[src/rtl/key_sched_pkg.sv]
// Shared types and round-schedule helpers for the C/D half-key register.
// Used by the top level to derive per-round rotate amounts.
package key_sched_pkg;

   typedef enum logic [0:0] {
      StIdle,
      StRun
   } state_e;

   // Single-bit rotates on rounds 1, 2, the first round of the second half and the last round.
   function automatic int unsigned shift_amt(input int unsigned r, input int unsigned rounds);
      return (r == 1 || r == 2 || r == rounds / 2 + 1 || r == rounds) ? 1 : 2;
   endfunction

   function automatic int unsigned total_shift(input int unsigned rounds,
                                               input int unsigned half_w);
      return (2 * rounds - 4) % half_w;
   endfunction

endpackage

[src/rtl/key_half_rotate.sv]
// Combinational rotate of one key half by 0..HALF_W-1 positions, left or right.
module key_half_rotate #(
   parameter int unsigned HALF_W = 28,
   parameter int unsigned AW     = (HALF_W > 1) ? $clog2(HALF_W) : 1
) (
   input  logic [HALF_W-1:0] i_data,
   input  logic [AW-1:0]     i_amt,
   input  logic              i_right,
   output logic [HALF_W-1:0] o_data
);

   logic [2*HALF_W-1:0] w_dbl;
   logic [2*HALF_W-1:0] w_shl;
   logic [2*HALF_W-1:0] w_shr;

   // Shifting a doubled copy makes the wrapped bits fall into the kept half.
   assign w_dbl  = {i_data, i_data};
   assign w_shl  = w_dbl << i_amt;
   assign w_shr  = w_dbl >> i_amt;
   assign o_data = i_right ? w_shr[HALF_W-1:0] : w_shl[2*HALF_W-1:HALF_W];

endmodule

[src/rtl/key_cd_schedule_reg.sv]
// C/D half-key register: loads C0/D0 on Start and steps them through every round,
// presenting one rotated (Cn, Dn) pair per cycle.
module key_cd_schedule_reg
   import key_sched_pkg::*;
#(
   parameter int unsigned HALF_W = 28,
   parameter int unsigned ROUNDS = 16,
   parameter int unsigned RW     = $clog2(ROUNDS + 1)
) (
   input  logic              Clk,
   input  logic              Reset,
   input  logic              Start,
   input  logic              Decrypt,
   input  logic              Hold,
   input  logic [HALF_W-1:0] C0,
   input  logic [HALF_W-1:0] D0,
   output logic [HALF_W-1:0] C_out,
   output logic [HALF_W-1:0] D_out,
   output logic [RW-1:0]     Round,
   output logic              Valid,
   output logic              Busy,
   output logic              Done
);

   localparam int unsigned   AW        = (HALF_W > 1) ? $clog2(HALF_W) : 1;
   localparam logic [RW-1:0] LastRound = RW'(ROUNDS);

   state_e              r_state;
   state_e              w_state_d;
   logic [HALF_W-1:0]   r_c;
   logic [HALF_W-1:0]   r_d;
   logic [RW-1:0]       r_round;
   logic                r_decrypt;

   logic                w_load;
   logic                w_step;
   logic                w_finish;
   logic [HALF_W-1:0]   w_src_c;
   logic [HALF_W-1:0]   w_src_d;
   logic [HALF_W-1:0]   w_rot_c;
   logic [HALF_W-1:0]   w_rot_d;
   logic [AW-1:0]       w_amt;
   logic                w_right;

   always_comb begin
      w_state_d = r_state;
      w_load    = 1'b0;
      w_step    = 1'b0;
      w_finish  = 1'b0;
      unique case (r_state)
         StIdle: begin
            if (Start) begin
               w_state_d = StRun;
               w_load    = 1'b1;
            end
         end
         StRun: begin
            if (!Hold) begin
               if (r_round == LastRound) begin
                  w_state_d = StIdle;
                  w_finish  = 1'b1;
               end else begin
                  w_step = 1'b1;
               end
            end
         end
         default: w_state_d = StIdle;
      endcase
   end

   // In IDLE the rotators see the raw inputs so round 1 is ready at the Start edge.
   always_comb begin
      w_src_c = r_c;
      w_src_d = r_d;
      w_right = 1'b0;
      w_amt   = '0;
      if (r_state == StIdle) begin
         w_src_c = C0;
         w_src_d = D0;
         w_amt   = Decrypt ? AW'(total_shift(ROUNDS, HALF_W)) : AW'(shift_amt(1, ROUNDS));
      end else begin
         w_right = r_decrypt;
         w_amt   = r_decrypt ? AW'(shift_amt(ROUNDS + 1 - 32'(r_round), ROUNDS))
                             : AW'(shift_amt(32'(r_round) + 1, ROUNDS));
      end
   end

   key_half_rotate #(
      .HALF_W (HALF_W),
      .AW     (AW)
   ) u_rot_c (
      .i_data  (w_src_c),
      .i_amt   (w_amt),
      .i_right (w_right),
      .o_data  (w_rot_c)
   );

   key_half_rotate #(
      .HALF_W (HALF_W),
      .AW     (AW)
   ) u_rot_d (
      .i_data  (w_src_d),
      .i_amt   (w_amt),
      .i_right (w_right),
      .o_data  (w_rot_d)
   );

   always_ff @(posedge Clk) begin
      if (Reset) begin
         r_state   <= StIdle;
         r_c       <= '0;
         r_d       <= '0;
         r_round   <= '0;
         r_decrypt <= 1'b0;
      end else begin
         r_state <= w_state_d;
         if (w_load) begin
            r_c       <= w_rot_c;
            r_d       <= w_rot_d;
            r_round   <= RW'(1);
            r_decrypt <= Decrypt;
         end else if (w_step) begin
            r_c     <= w_rot_c;
            r_d     <= w_rot_d;
            r_round <= r_round + RW'(1);
         end else if (w_finish) begin
            r_round <= '0;
         end
      end
   end

   always_comb begin
      C_out = r_c;
      D_out = r_d;
      Round = r_round;
      Valid = (r_state == StRun);
      Busy  = (r_state == StRun);
      Done  = (r_state == StRun) && (r_round == LastRound) && !Hold;
   end

endmodule

[config.mk]
export PLATFORM = sky130hd
export DESIGN_NAME = key_cd_schedule_reg
export DESIGN_NICKNAME = d
export VERILOG_FILES = /design/src/rtl/key_sched_pkg.sv /design/src/rtl/key_half_rotate.sv /design/src/rtl/key_cd_schedule_reg.sv
export SDC_FILE = /design/constraint.sdc
export NUM_CORES = 1
export LEC_CHECK = 0
export ABC_CLOCK_PERIOD_IN_PS = 6800
export BUFFER_PORTS_ARGS = -buffer_cell sky130_fd_sc_hd__buf_2
export CAP_MARGIN = 5
export CORE_MARGIN = 2
export CORE_UTILIZATION = 55
export CTS_CLUSTER_DIAMETER = 200
export CTS_CLUSTER_SIZE = 20
export DETAILED_ROUTE_END_ITERATION = 7
export PLACE_DENSITY = 0.79
export REMOVE_ABC_BUFFERS = 1
export SETUP_SLACK_MARGIN = 0.15
export SLEW_MARGIN = 5
export SYNTH_ARGS = -nofsm -noshare
export SYNTH_HDL_FRONTEND = slang
export SYNTH_SLANG_ARGS = --single-unit
[constraint.sdc]
create_clock -name Clk -period 6.8 [get_ports Clk]
set_input_delay 0.34 -clock Clk [delete_from_list [all_inputs] [get_ports Clk]]
set_output_delay 0.34 -clock Clk [all_outputs]
set_load 0.01 [all_outputs]
# Yosys cells after proc, flatten, opt, wreduce, memory -nomap -nowiden
# Index checks and enable logic that the tools add are counted.
dict set report op_classes {
  n_addsub 3
  n_eq_ne 9
  shifts 4
  mux 27
  n_bitwise 1
  n_reduce_logical 13
}
# op n
set ops {}
lappend ops {{$mux W28} 8}
lappend ops {{$shl A56 B2 Y56} 2}
lappend ops {{$shr A56 B2 Y28} 2}
lappend ops {{$eq A32 B1 Y1 const B} 1}
lappend ops {{$eq A32 B2 Y1 const B} 1}
lappend ops {{$eq A32 B4 Y1 const B} 1}
lappend ops {{$eq A32 B5 Y1 const B} 1}
lappend ops {{$mux W1} 12}
lappend ops {{$mux W5} 2}
lappend ops {{$mux W2} 4}
lappend ops {{$add A5 B1 Y6 const B} 1}
lappend ops {{$eq A6 B1 Y1 const B} 1}
lappend ops {{$eq A6 B2 Y1 const B} 1}
lappend ops {{$eq A6 B4 Y1 const B} 1}
lappend ops {{$eq A6 B5 Y1 const B} 1}
lappend ops {{$logic_or A1 B1 Y1} 6}
lappend ops {{$sub A5 B5 Y6 const A} 1}
lappend ops {{$add A5 B1 Y5 const B} 1}
lappend ops {{$eq A5 B5 Y1 const B} 1}
lappend ops {{$reduce_bool A2 Y1} 2}
lappend ops {{$reduce_bool A3 Y1} 1}
lappend ops {{$logic_and A1 B1 Y1} 2}
lappend ops {{$pmux W1 S2} 1}
lappend ops {{$reduce_or A2 Y1} 1}
lappend ops {{other kinds (2)} 2}
dict set report totals {
  ff_bits 63
  output_inout_bits 64
  wordCells 63
}

# Depth between registers and ports, before layout
# Gate-level depths: netlist (run 1).
dict set report depth {
  word_depth 12
  depth_mapped 11
  depth_no_buf 8
}

# By module
# From an unflattened synthesis (run 1), not the netlist that was laid out.
dict set report hier_totals {
  cells_unflattened 1379
  hier_area_um2 12438.2
}
# mod n_inst cells_each area_each_um2 seq_area_each_um2
set by_module_without_submodules {}
lappend by_module_without_submodules {key_half_rotate 2 498 4589.4 0.0}
lappend by_module_without_submodules {key_cd_schedule_reg 1 383 3259.4 1261.2}

# Worst setup path before layout (run 1)
# OpenSTA, ideal clock, no wires.
dict set report synth_path {
  path_type {flip-flop to flip-flop}
  startpoint {register r_round[2], in the netlist Round[2]}
  endpoint {register r_d[24], in the netlist D_out[24]}
  t_arrival_ns 2.447
  t_required_ns 6.678
  path_slack_ns 4.231
  stages_incl_launch_ff 12
  path_buffers 3
  cell_sequence {dfxtp_1 > buf_2 > inv_1 > ha_1 > xor2_1 > a2111oi_0 > or3_1 > clkbuf_2 > nand3_2 > buf_4 > mux2i_1 > a221o_1}
}
dict set report synth_between {
  elab_chain_len 12
}
# item line
set synth_rtl {}
lappend synth_rtl {{from (decl)} key_cd_schedule_reg.sv:32} ;# logic [RW-1:0] r_round;
lappend synth_rtl {{from (signal assigned)} key_cd_schedule_reg.sv:125} ;# r_round <= r_round + RW'(1);
lappend synth_rtl {{$sub A5 B5 Y6 or $add A5 B1 Y6 (tied branches)} {key_cd_schedule_reg.sv:83, key_cd_schedule_reg.sv:84}}
lappend synth_rtl {{$eq A32 B1 Y1, or another cell as far along} key_sched_pkg.sv:12} ;# return (r == 1 || r == 2 || r == rounds / 2 + 1 || r == rounds) ? 1 : 2;
lappend synth_rtl {{$logic_or A1 B1 Y1 (3 in a row)} key_sched_pkg.sv:12}
lappend synth_rtl {{$mux W2} key_sched_pkg.sv:12}
lappend synth_rtl {{$mux W2} key_cd_schedule_reg.sv:83} ;# w_amt = r_decrypt ? AW'(shift_amt(ROUNDS + 1 - 32'(r_round), ROUNDS))
lappend synth_rtl {{$mux W2} key_cd_schedule_reg.sv:77} ;# if (r_state == StIdle) begin
lappend synth_rtl {{$shl A56 B2 Y56 or $shr A56 B2 Y28 (tied branches)} {key_half_rotate.sv:18, key_half_rotate.sv:19}}
lappend synth_rtl {{$mux W28} key_half_rotate.sv:20} ;# assign o_data = i_right ? w_shr[HALF_W-1:0] : w_shl[2*HALF_W-1:HALF_W];
lappend synth_rtl {{$mux W28} key_cd_schedule_reg.sv:122} ;# end else if (w_step) begin
lappend synth_rtl {{$mux W28} key_cd_schedule_reg.sv:117} ;# if (w_load) begin
lappend synth_rtl {{to (signal assigned)} key_cd_schedule_reg.sv:119} ;# r_d <= w_rot_d;
lappend synth_rtl {{to (signal assigned)} key_cd_schedule_reg.sv:124} ;# r_d <= w_rot_d;
lappend synth_rtl {{to (decl)} key_cd_schedule_reg.sv:31} ;# logic [HALF_W-1:0] r_d;
# Parallel ways exist; a longest one is shown, timed or not. The select of a mux whose other input is x is not followed.
# A chain may end at the register's enable or synchronous reset.

# Worst setup path after layout (run 1)
dict set report layout_path {
  startpoint {register r_round[1], in the netlist Round[1]}
  endpoint {register r_c[23], in the netlist C_out[23]}
}
dict set report layout_between {
  elab_chain_len 12
}
# item line
set layout_rtl {}
lappend layout_rtl {{$sub A5 B5 Y6 or $add A5 B1 Y6 (tied branches)} {key_cd_schedule_reg.sv:83, key_cd_schedule_reg.sv:84}}
lappend layout_rtl {{$eq A32 B1 Y1, or another cell as far along} key_sched_pkg.sv:12}
lappend layout_rtl {{$logic_or A1 B1 Y1 (3 in a row)} key_sched_pkg.sv:12}
lappend layout_rtl {{$mux W2} key_sched_pkg.sv:12}
lappend layout_rtl {{$mux W2} key_cd_schedule_reg.sv:83}
lappend layout_rtl {{$mux W2} key_cd_schedule_reg.sv:77}
lappend layout_rtl {{$shl A56 B2 Y56 or $shr A56 B2 Y28 (tied branches)} {key_half_rotate.sv:18, key_half_rotate.sv:19}}
lappend layout_rtl {{$mux W28} key_half_rotate.sv:20}
lappend layout_rtl {{$mux W28} key_cd_schedule_reg.sv:122}
lappend layout_rtl {{$mux W28} key_cd_schedule_reg.sv:117}
lappend layout_rtl {{to (signal assigned)} key_cd_schedule_reg.sv:118} ;# r_c <= w_rot_c;
lappend layout_rtl {{to (signal assigned)} key_cd_schedule_reg.sv:123} ;# r_c <= w_rot_c;
lappend layout_rtl {{to (decl)} key_cd_schedule_reg.sv:30} ;# logic [HALF_W-1:0] r_c;
# Parallel ways exist; a longest one is shown, timed or not. The select of a mux whose other input is x is not followed.

==> reports/results.ini, run 1 <==
[pwr]
leakage_nw = 2.47
power.total_mw = 1.15
peakVddDrop_v = 0.0000820
power_density_mw_per_mm2 = 190

[detailed_routing]
drt_iter0_markers = 474
drcViolationCount = 0
ant_nets = 0
dr.pass1.iters = 7
vias = 6075
wl_per_cell_microns = 17.1
drt_wl_total_microns = 16200
drt-vias-per-instance = 6.43

[timing]
max_freq_mhz = 285
hold_viol_final = 0
fin_ws_ns = 3.29
fin_crit_ns = 3.51
setup_tns_ns = 0
slew-limit-headroom_pct = 19.7
tightest_slew_ns = 1.20
fin_crit_sh_pct = 51.6
finalClockSkew_ns = 0.0153
holdWs_ns = 0.246
drv_slew = 0
rsz0062_at_grt = no
finalSetupViolations = 0

[floorplan]
die_w_microns = 102
core_area_sq_mm = 0.00933
num_rows = 35
io_pins = 125
die_height_microns = 102
start_util_pct = 57.0
die-area_sq_mm = 0.0105

[cts]
hold_buffers = 0
cts_resized = 0
h-tree-depth = 3
numClockSinks = 63
cts_made_buffers = 9
root_buffer = clkbuf_8
insertion_delay_ns = 0.36
clk_pin_slew_ns = 0.07
cts_max_path_buffers = 2
tritoncts = yes
cts_setup_buffers = 0

[global_routing]
antenna_found_initial = 0
grt_usage_pct = 30.4
grt_max_degree = 91
overflow = 0
grt_pass1_wl_microns = 26100
first_global_vias = 5495

[worst_setup_path]
critPathMaxFanout = 70
cp-end-kind = register
cp_slowest_cell = nand2b_1
crit_chain = inv_1, ha_1, and4bb_2, o21ai_4, buf_4, nand2b_1, buf_4, o32ai_1
required_ns = 7.06
start_kind = register
crit_type = reg2reg
critical_path.most_common_cell = buf_4
worstPathArrival_ns = 3.77
cp_slowest_stage_delay_ns = 0.69

[yosys]
synthArstFlopShare_pct = 0
ys_ff_latch = 63
ys.warnings.count = 0
synth_edf_count = 0
synth_area_per_cell_sq_um = 7.19
ys_seq_area_share_pct = 23.7
synthFlopType = dfxtp_1
syn_inst = 740
ys_types = 56
syn_area_sq_mm = 0.00532

[cells_and_area]
layout-drive-gt1-share_pct = 20.1
num-nets-final = 879
final_util_pct = 65.3
antenna_cells = 0
multiInputGateArea_sq_mm = 0.00374
final_cell_mix = 124 x buf_2, 97 x nand2_1, 61 x dfxtp_1
regArea_sq_mm = 0.00127
syn_to_final_growth_pct = 14.4
layout_commonest_cell = buf_2
n_fill_cell = 860

[run_status]
status = finished clean

[placement]
gp_congestion = 0.860
dp_hpwl_microns = 10400
place_ws_ns = 3.38
port_buffers = 124

[flow_run]
maxCapViolCount = 0

[worst_hold_path]
hold_path_class = in2reg

## power by group
part / switching [mW] / internal (mW) / total [mW]
Sequential: 0.0566 / 0.406 / 0.462
Clock: 0.155 / 0.187 / 0.342
Combinational: 0.203 / 0.146 / 0.349
## worst max-delay path, delay by kind of cell (launching register included)
family          cells  cell delay, ns
fa+ha+maj           1            0.26
flops               1            0.47
simple gates        2            0.99
buf+inv             3            1.20
compound gates      2            0.45
## flip-flops by register name (all words and copies together), names as in the netlist
register   flops
r_decrypt      1
D_out         28
Round          5
C_out         28
Busy           1
## cell type report
cell class,count,area share [%]
Inverter,10,0.617
Clock inverter,3,0.699
Timing Repair Buffer,133,11.3
Sequential cell,63,20.8
Tap cell,129,2.65
Multi-Input combinational cell,595,61.4
Clock buffer,12,2.55
## per-layer routing
| layer | up-vias | wire [microns] | GRT usage (%) |
|---|---|---|---|
| met4 | 0 | 394 | 12.5 |
| li1 | 2880 | - | - |
| met1 | 2844 | 6950 | 41.6 |
| met3 | 41 | 1330 | 4.24 |
| met2 | 310 | 7480 | 48.2 |
| met5 | - | 0 | 0 |
## synth_stat cells (7+ instances only)
cell,n,share of area [%]
inv_1,9,0.63
mux2_2,7,1.5
nand2_1,97,6.8
and2_1,31,3.6
a31oi_1,40,4.7
a211oi_1,52,7.3
nand3_1,7,0.66
o211ai_1,16,2.3
mux2i_1,26,4.9
dfxtp_1,63,24
a21oi_1,31,2.9
nor2b_1,20,2.4
o32ai_1,36,5.9
nor3_1,8,0.75
buf_2,7,0.66
o21ai_0,23,2.2
nor2_1,57,4.0
and3_1,37,4.3
nand2b_1,51,6.0
clkbuf_1,53,3.7
## cell families after synthesis
| kind of cell | count (synthesis) | share of synthesized area, % |
|---|---|---|
| adder cells (fa/ha/maj) | 6 | 1.41 |
| XOR/XNOR | 2 | 0.329 |
| multiplexers | 35 | 6.87 |
| buffers and inverters | 82 | 6.40 |
| flip-flops | 63 | 23.7 |
| AO/OA/AOI/OAI | 229 | 30.6 |
| AND/OR/NAND/NOR | 323 | 30.7 |
## path summary, 6_finish.rpt
path	start	endpoint	slack [ns]	cells past startpoint
max reg2reg	Round[1]$_SDFFE_PP0P_	C_out[23]$_SDFFE_PP0P_	3.29	8
max	Round[1]$_SDFFE_PP0P_	C_out[23]$_SDFFE_PP0P_	3.29	8
min reg2reg	C_out[21]$_SDFFE_PP0P_	C_out[21]$_SDFFE_PP0P_	0.53	2
min	Start	Busy$_SDFF_PP0_	0.25	3
## stage by stage
| step | instances | cell area (sq um) |
|---|---|---|
| after global routing | 945 | 6090 |
| after CTS | 945 | 6090 |
| after detailed placement | 930 | 5890 |
| after global placement | 930 | 5890 |
| final | 945 | 6090 |
| after floorplan | 668 | 5020 |
No activity file was read; power rests on OpenSTA's default activity.
==> inputs of run 2 (changes only) <==
- ABC_CLOCK_PERIOD_IN_PS: 6800 -> 2890
- CORE_UTILIZATION: 55 -> 50
- PLACE_DENSITY: 0.79 -> 0.76
- clock period: 6.8 -> 2.89 ns (I/O delays scaled with it)
==> reports/results.ini, run 2 (synthesis results as in run 1) <==
[pwr]
power_density_mw_per_mm2 = 430
peakVddDrop_v = 0.000218
leakage_nw = 2.56

[worst_setup_path]
start_kind = register
cp_slowest_cell = a2111o_1
cp_slowest_stage_delay_ns = 0.48
crit_type = reg2reg
worstPathArrival_ns = 2.83
worstRegToRegCells = 9
required_ns = 3.12
crit_chain = inv_1, ha_2, inv_1, o311a_1, a2111o_1, nand3_2, buf_4, nand2_1, a311oi_1
crit_buf_inv = 3
r2r_start = Round[0]$_SDFFE_PP0P_
crit_family = compound AO/OA/AOI/OAI gates
critPathMaxFanout = 14
cp-end-kind = register
reg2reg_setup_slack_ns = 0.29
r2r-end = D_out[26]$_SDFFE_PP0P_
critical_path.most_common_cell = inv_1

[cells_and_area]
syn_to_final_growth_pct = 18.3
layout_commonest_cell = buf_2
num-nets-final = 895
n_fill_cell = 959
layout-drive-gt1-share_pct = 22.6
final_cell_mix = 124 x buf_2, 97 x nand2_1, 60 x dfxtp_1
final_util_pct = 61.0
antenna_cells = 0
regArea_sq_mm = 0.00127
multiInputGateArea_sq_mm = 0.00378

[detailed_routing]
dr.pass1.iters = 5
ant_nets = 0
vias = 6250
drt-vias-per-instance = 6.46
drt_wl_total_microns = 17300
drcViolationCount = 0
wl_per_cell_microns = 17.9
drt_iter0_markers = 571

[global_routing]
antenna_found_initial = 0
grt_usage_pct = 29.0
overflow = 0
grt_max_degree = 78
first_global_vias = 5697
grt_pass1_wl_microns = 27600

[timing]
max_freq_mhz = 384
fin_ws_ns = 0.289
drv_slew = 0
setup_tns_ns = 0
finalSetupViolations = 0
slew-limit-headroom_pct = 35.3
finalClockSkew_ns = 0.00850
rsz0062_at_grt = no
fin_crit_sh_pct = 90.0
holdWs_ns = 0.0662
hold_viol_final = 0
tightest_slew_ns = 0.969
fin_crit_ns = 2.60

[placement]
port_buffers = 124
gp_congestion = 0.927
place_ws_ns = 0.0216
dp_hpwl_microns = 11100

[cts]
tritoncts = yes
numClockSinks = 63
cts_made_buffers = 9
h-tree-depth = 3
cts_max_path_buffers = 2
clk_pin_slew_ns = 0.07
insertion_delay_ns = 0.35
root_buffer = clkbuf_8

[worst_hold_path]
hold_path_class = in2reg
hold_depth = 3
hold_path_startpoint = Start
hold_end = Busy$_SDFF_PP0_

[floorplan]
die-area_sq_mm = 0.0115
die_w_microns = 107
start_util_pct = 51.5
num_rows = 37
core_area_sq_mm = 0.0103
io_pins = 125
die_height_microns = 107

[run_status]
status = finished clean

[flow_run]
maxCapViolCount = 0

==> run 2: cell count changes in the layout (fill, tap and decap cells not counted), sizes merged <==
cell,before,now
buf,133,148
clkbuf,12,13
clkinv,2,3
bufinv,1,0
==> run 2: worst max-delay path by stage <==
stage                                     start                endpoint  slack, ns  cells after the start
after CTS                 Round[0]$_SDFFE_PP0P_  D_out[26]$_SDFFE_PP0P_       0.24                      8
after global routing      Round[0]$_SDFFE_PP0P_  D_out[22]$_SDFFE_PP0P_       0.16                      9
after detailed placement  Round[1]$_SDFFE_PP0P_  C_out[10]$_SDFFE_PP0P_       0.02                      9
after floorplan                 Busy$_SDFF_PP0_   C_out[9]$_SDFFE_PP0P_      -4.76                      4
after global placement    Round[1]$_SDFFE_PP0P_  D_out[22]$_SDFFE_PP0P_       0.22                      9
final                     Round[0]$_SDFFE_PP0P_  D_out[26]$_SDFFE_PP0P_       0.29                      9
==> run 2: per-stage QoR <==
| stage | std cells | total power, mW | instance area, sq um |
|---|---|---|---|
| floorplan | 668 | 1.60 | 5020 |
| global placement | 949 | 1.91 | 6010 |
| detailed placement | 949 | 1.94 | 6010 |
| CTS | 964 | 2.68 | 6210 |
| global route | 968 | 2.83 | 6290 |
| finish | 968 | 2.71 | 6290 |
==> run 2: worst register-to-register path: cells and delay by family, from the launching register on <==
kind / cells / cell delay (ns)
buf+inv: 3 / 0.42
flops: 1 / 0.39
simple gates: 2 / 0.21
compound gates: 3 / 1.19
fa+ha+maj: 1 / 0.26
==> run 2: area by class of cell <==
cell class | instances | area share (%)
multi-input cells | 595 | 60.1
flip-flops and latches | 63 | 20.1
repair buffers | 149 | 13.5
well taps | 136 | 2.70
clock buffers | 12 | 2.62
inverters | 10 | 0.596
clock inverters | 3 | 0.278
==> run 2: where the power goes <==
| group | internal, mW | switching, mW | leakage (nW) | total (mW) |
|---|---|---|---|---|
| sequential | 0.955 | 0.123 | 0.520 | 1.08 |
| combinational | 0.375 | 0.508 | 1.94 | 0.883 |
| clock | 0.375 | 0.372 | 0.0942 | 0.746 |
==> run 2: what timing repair did <==
action,4_1_cts,5_1_grt
buffers inserted,0,3
setup endpoints to repair,7,32
resized for setup,3,7
cloned,0,1
pin swaps,0,4
hold buffers,0,0
==> run 2: metal layers <==
metal	GRT usage, %	vias up	share of wire, %
li1	-	2908	-
met1	38.6	2960	43
met2	48.5	349	48
met3	3.77	33	8.1
met4	9.18	0	1.8
met5	0	-	0
==> inputs of run 3 (changes only) <==
- CORE_UTILIZATION: 50 -> 35
- PLACE_DENSITY: 0.76 -> 0.56
==> reports/results.ini, run 3 (synthesis results as in run 1) <==
[run_status]
status = finished clean

[pwr]
power_frac_comb_pct = 29.6
peakVddDrop_v = 0.000330
p_int_mw = 1.93
power_density_mw_per_mm2 = 463
power.total_mw = 2.99
leakage_nw = 2.63
pwr-share-clk_pct = 34.3
seq_power_share_pct = 36.1
netSwitchingFraction_pct = 35.5
p_switching_mw = 1.06

[cts]
tritoncts = yes
clk_pin_slew_ns = 0.06
insertion_delay_ns = 0.35
numClockSinks = 63
cts_max_path_buffers = 2
h-tree-depth = 3
root_buffer = clkbuf_16
cts_made_buffers = 9

[timing]
rsz0062_at_grt = no
finalClockSkew_ns = 0.00629
fin_crit_sh_pct = 88.6
holdWs_ns = 0.0712
slew-limit-headroom_pct = 44.7
max_freq_mhz = 390
finalSetupViolations = 0
drv_slew = 0
fin_crit_ns = 2.56
setup_tns_ns = 0
hold_viol_final = 0
tightest_slew_ns = 0.830
fin_ws_ns = 0.329

[worst_setup_path]
start_kind = register
crit_type = reg2reg
required_ns = 3.14
r2r_start = Round[1]$_SDFFE_PP0P_
worstPathArrival_ns = 2.81
worstRegToRegCells = 10
reg2reg_setup_slack_ns = 0.33
cp-end-kind = register
r2r-end = C_out[6]$_SDFFE_PP0P_
critPathMaxFanout = 24

[detailed_routing]
wl_per_cell_microns = 18.0
dr.pass1.iters = 6
ant_nets = 0
drt_iter0_markers = 438
vias = 5920
drcViolationCount = 0
drt-vias-per-instance = 5.77
drt_wl_total_microns = 18500

[cells_and_area]
antenna_cells = 0
num-nets-final = 901
fin_cells = 1026
final_cell_area_sq_mm = 0.00646
layout-drive-gt1-share_pct = 22.2
regArea_sq_mm = 0.00127
n_fill_cell = 1596
final_util_pct = 43.0
layout_commonest_cell = buf_2
final_cell_mix = 124 x buf_2, 97 x nand2_1, 61 x dfxtp_1
multiInputGateArea_sq_mm = 0.00374
syn_to_final_growth_pct = 21.3

[global_routing]
grt_pass1_wl_microns = 29800
antenna_found_initial = 0
grt_usage_pct = 22.6
overflow = 0
first_global_vias = 5509
grt_max_degree = 83

[floorplan]
num_rows = 45
start_util_pct = 35.4
die-area_sq_mm = 0.0162
core_area_sq_mm = 0.0150
die_w_microns = 127
io_pins = 125
die_height_microns = 127

[placement]
gp_congestion = 0.808
dp_hpwl_microns = 12300
dp_cells = 1008
place_ws_ns = 0.225
placed_area_sq_mm = 0.00616
port_buffers = 124

[worst_hold_path]
hold_end = Busy$_SDFF_PP0_
hold_path_startpoint = Start
hold_depth = 3
hold_path_class = in2reg

[flow_run]
maxCapViolCount = 0

-- run 3: cell count changes in the layout (fill, tap and decap cells not counted), moves of 2 or more --
cell	before	now
buf_12	2	5
buf_4	22	26
clkbuf_16	1	9
clkbuf_8	12	1
ha_1	4	6
o31ai_1	0	2
o31ai_2	2	0
-- run 3: power groups by stage --
stage | clock, mW | combinational (mW) | sequential, mW
floorplan | 0 | 0.470 | 1.13
global placement | 0 | 0.873 | 1.10
detailed placement | 0 | 0.871 | 1.10
CTS | 1.04 | 0.875 | 1.08
global route | 1.07 | 0.986 | 1.09
finish | 1.03 | 0.886 | 1.08
-- run 3: routing by layer --
metal | GRT usage [%] | share of wire (%) | vias up
met3 | 4.86 | 6.3 | 13
met2 | 36.2 | 45 | 195
met4 | 4.52 | 0.79 | 0
met5 | 0 | 0 | -
met1 | 31.6 | 48 | 2780
li1 | - | - | 2932
-- run 3: cell type report --
cell class | count | area share (%)
clock buffers | 11 | 3.76
clock inverters | 4 | 0.349
inverters | 10 | 0.581
multi-input cells | 595 | 57.9
flip-flops and latches | 63 | 19.6
well taps | 188 | 3.64
repair buffers | 155 | 14.2
-- run 3: how the worst max path moves through the flow --
stage                                   endpoint             startpoint  slack (ns)  cells after the start
after floorplan            C_out[9]$_SDFFE_PP0P_        Busy$_SDFF_PP0_       -4.76                      4
after global placement    C_out[18]$_SDFFE_PP0P_  Round[1]$_SDFFE_PP0P_        0.27                      9
after detailed placement  C_out[18]$_SDFFE_PP0P_  Round[1]$_SDFFE_PP0P_        0.23                      9
after CTS                 C_out[18]$_SDFFE_PP0P_  Round[1]$_SDFFE_PP0P_        0.20                      9
after global routing       C_out[6]$_SDFFE_PP0P_  Round[0]$_SDFFE_PP0P_        0.15                      9
final                      C_out[6]$_SDFFE_PP0P_  Round[1]$_SDFFE_PP0P_        0.33                     10
-- run 3: repair_timing --
action / CTS / global route
buffers inserted: 0 / 3
setup endpoints to repair: 0 / 44
resized for setup: 0 / 1
hold buffers: 0 / 0
-- run 3: worst max-delay path, stage by stage (launching register included) --
cell and delay, ns:
dfxtp_1 0.30, buf_4 0.15, ha_1 0.26, and3b_1 0.19
o311a_1 0.37, a2111oi_4 0.39, nor2_4 0.09, buf_12 0.16
buf_12 0.14, and3_1 0.15, o32ai_1 0.23
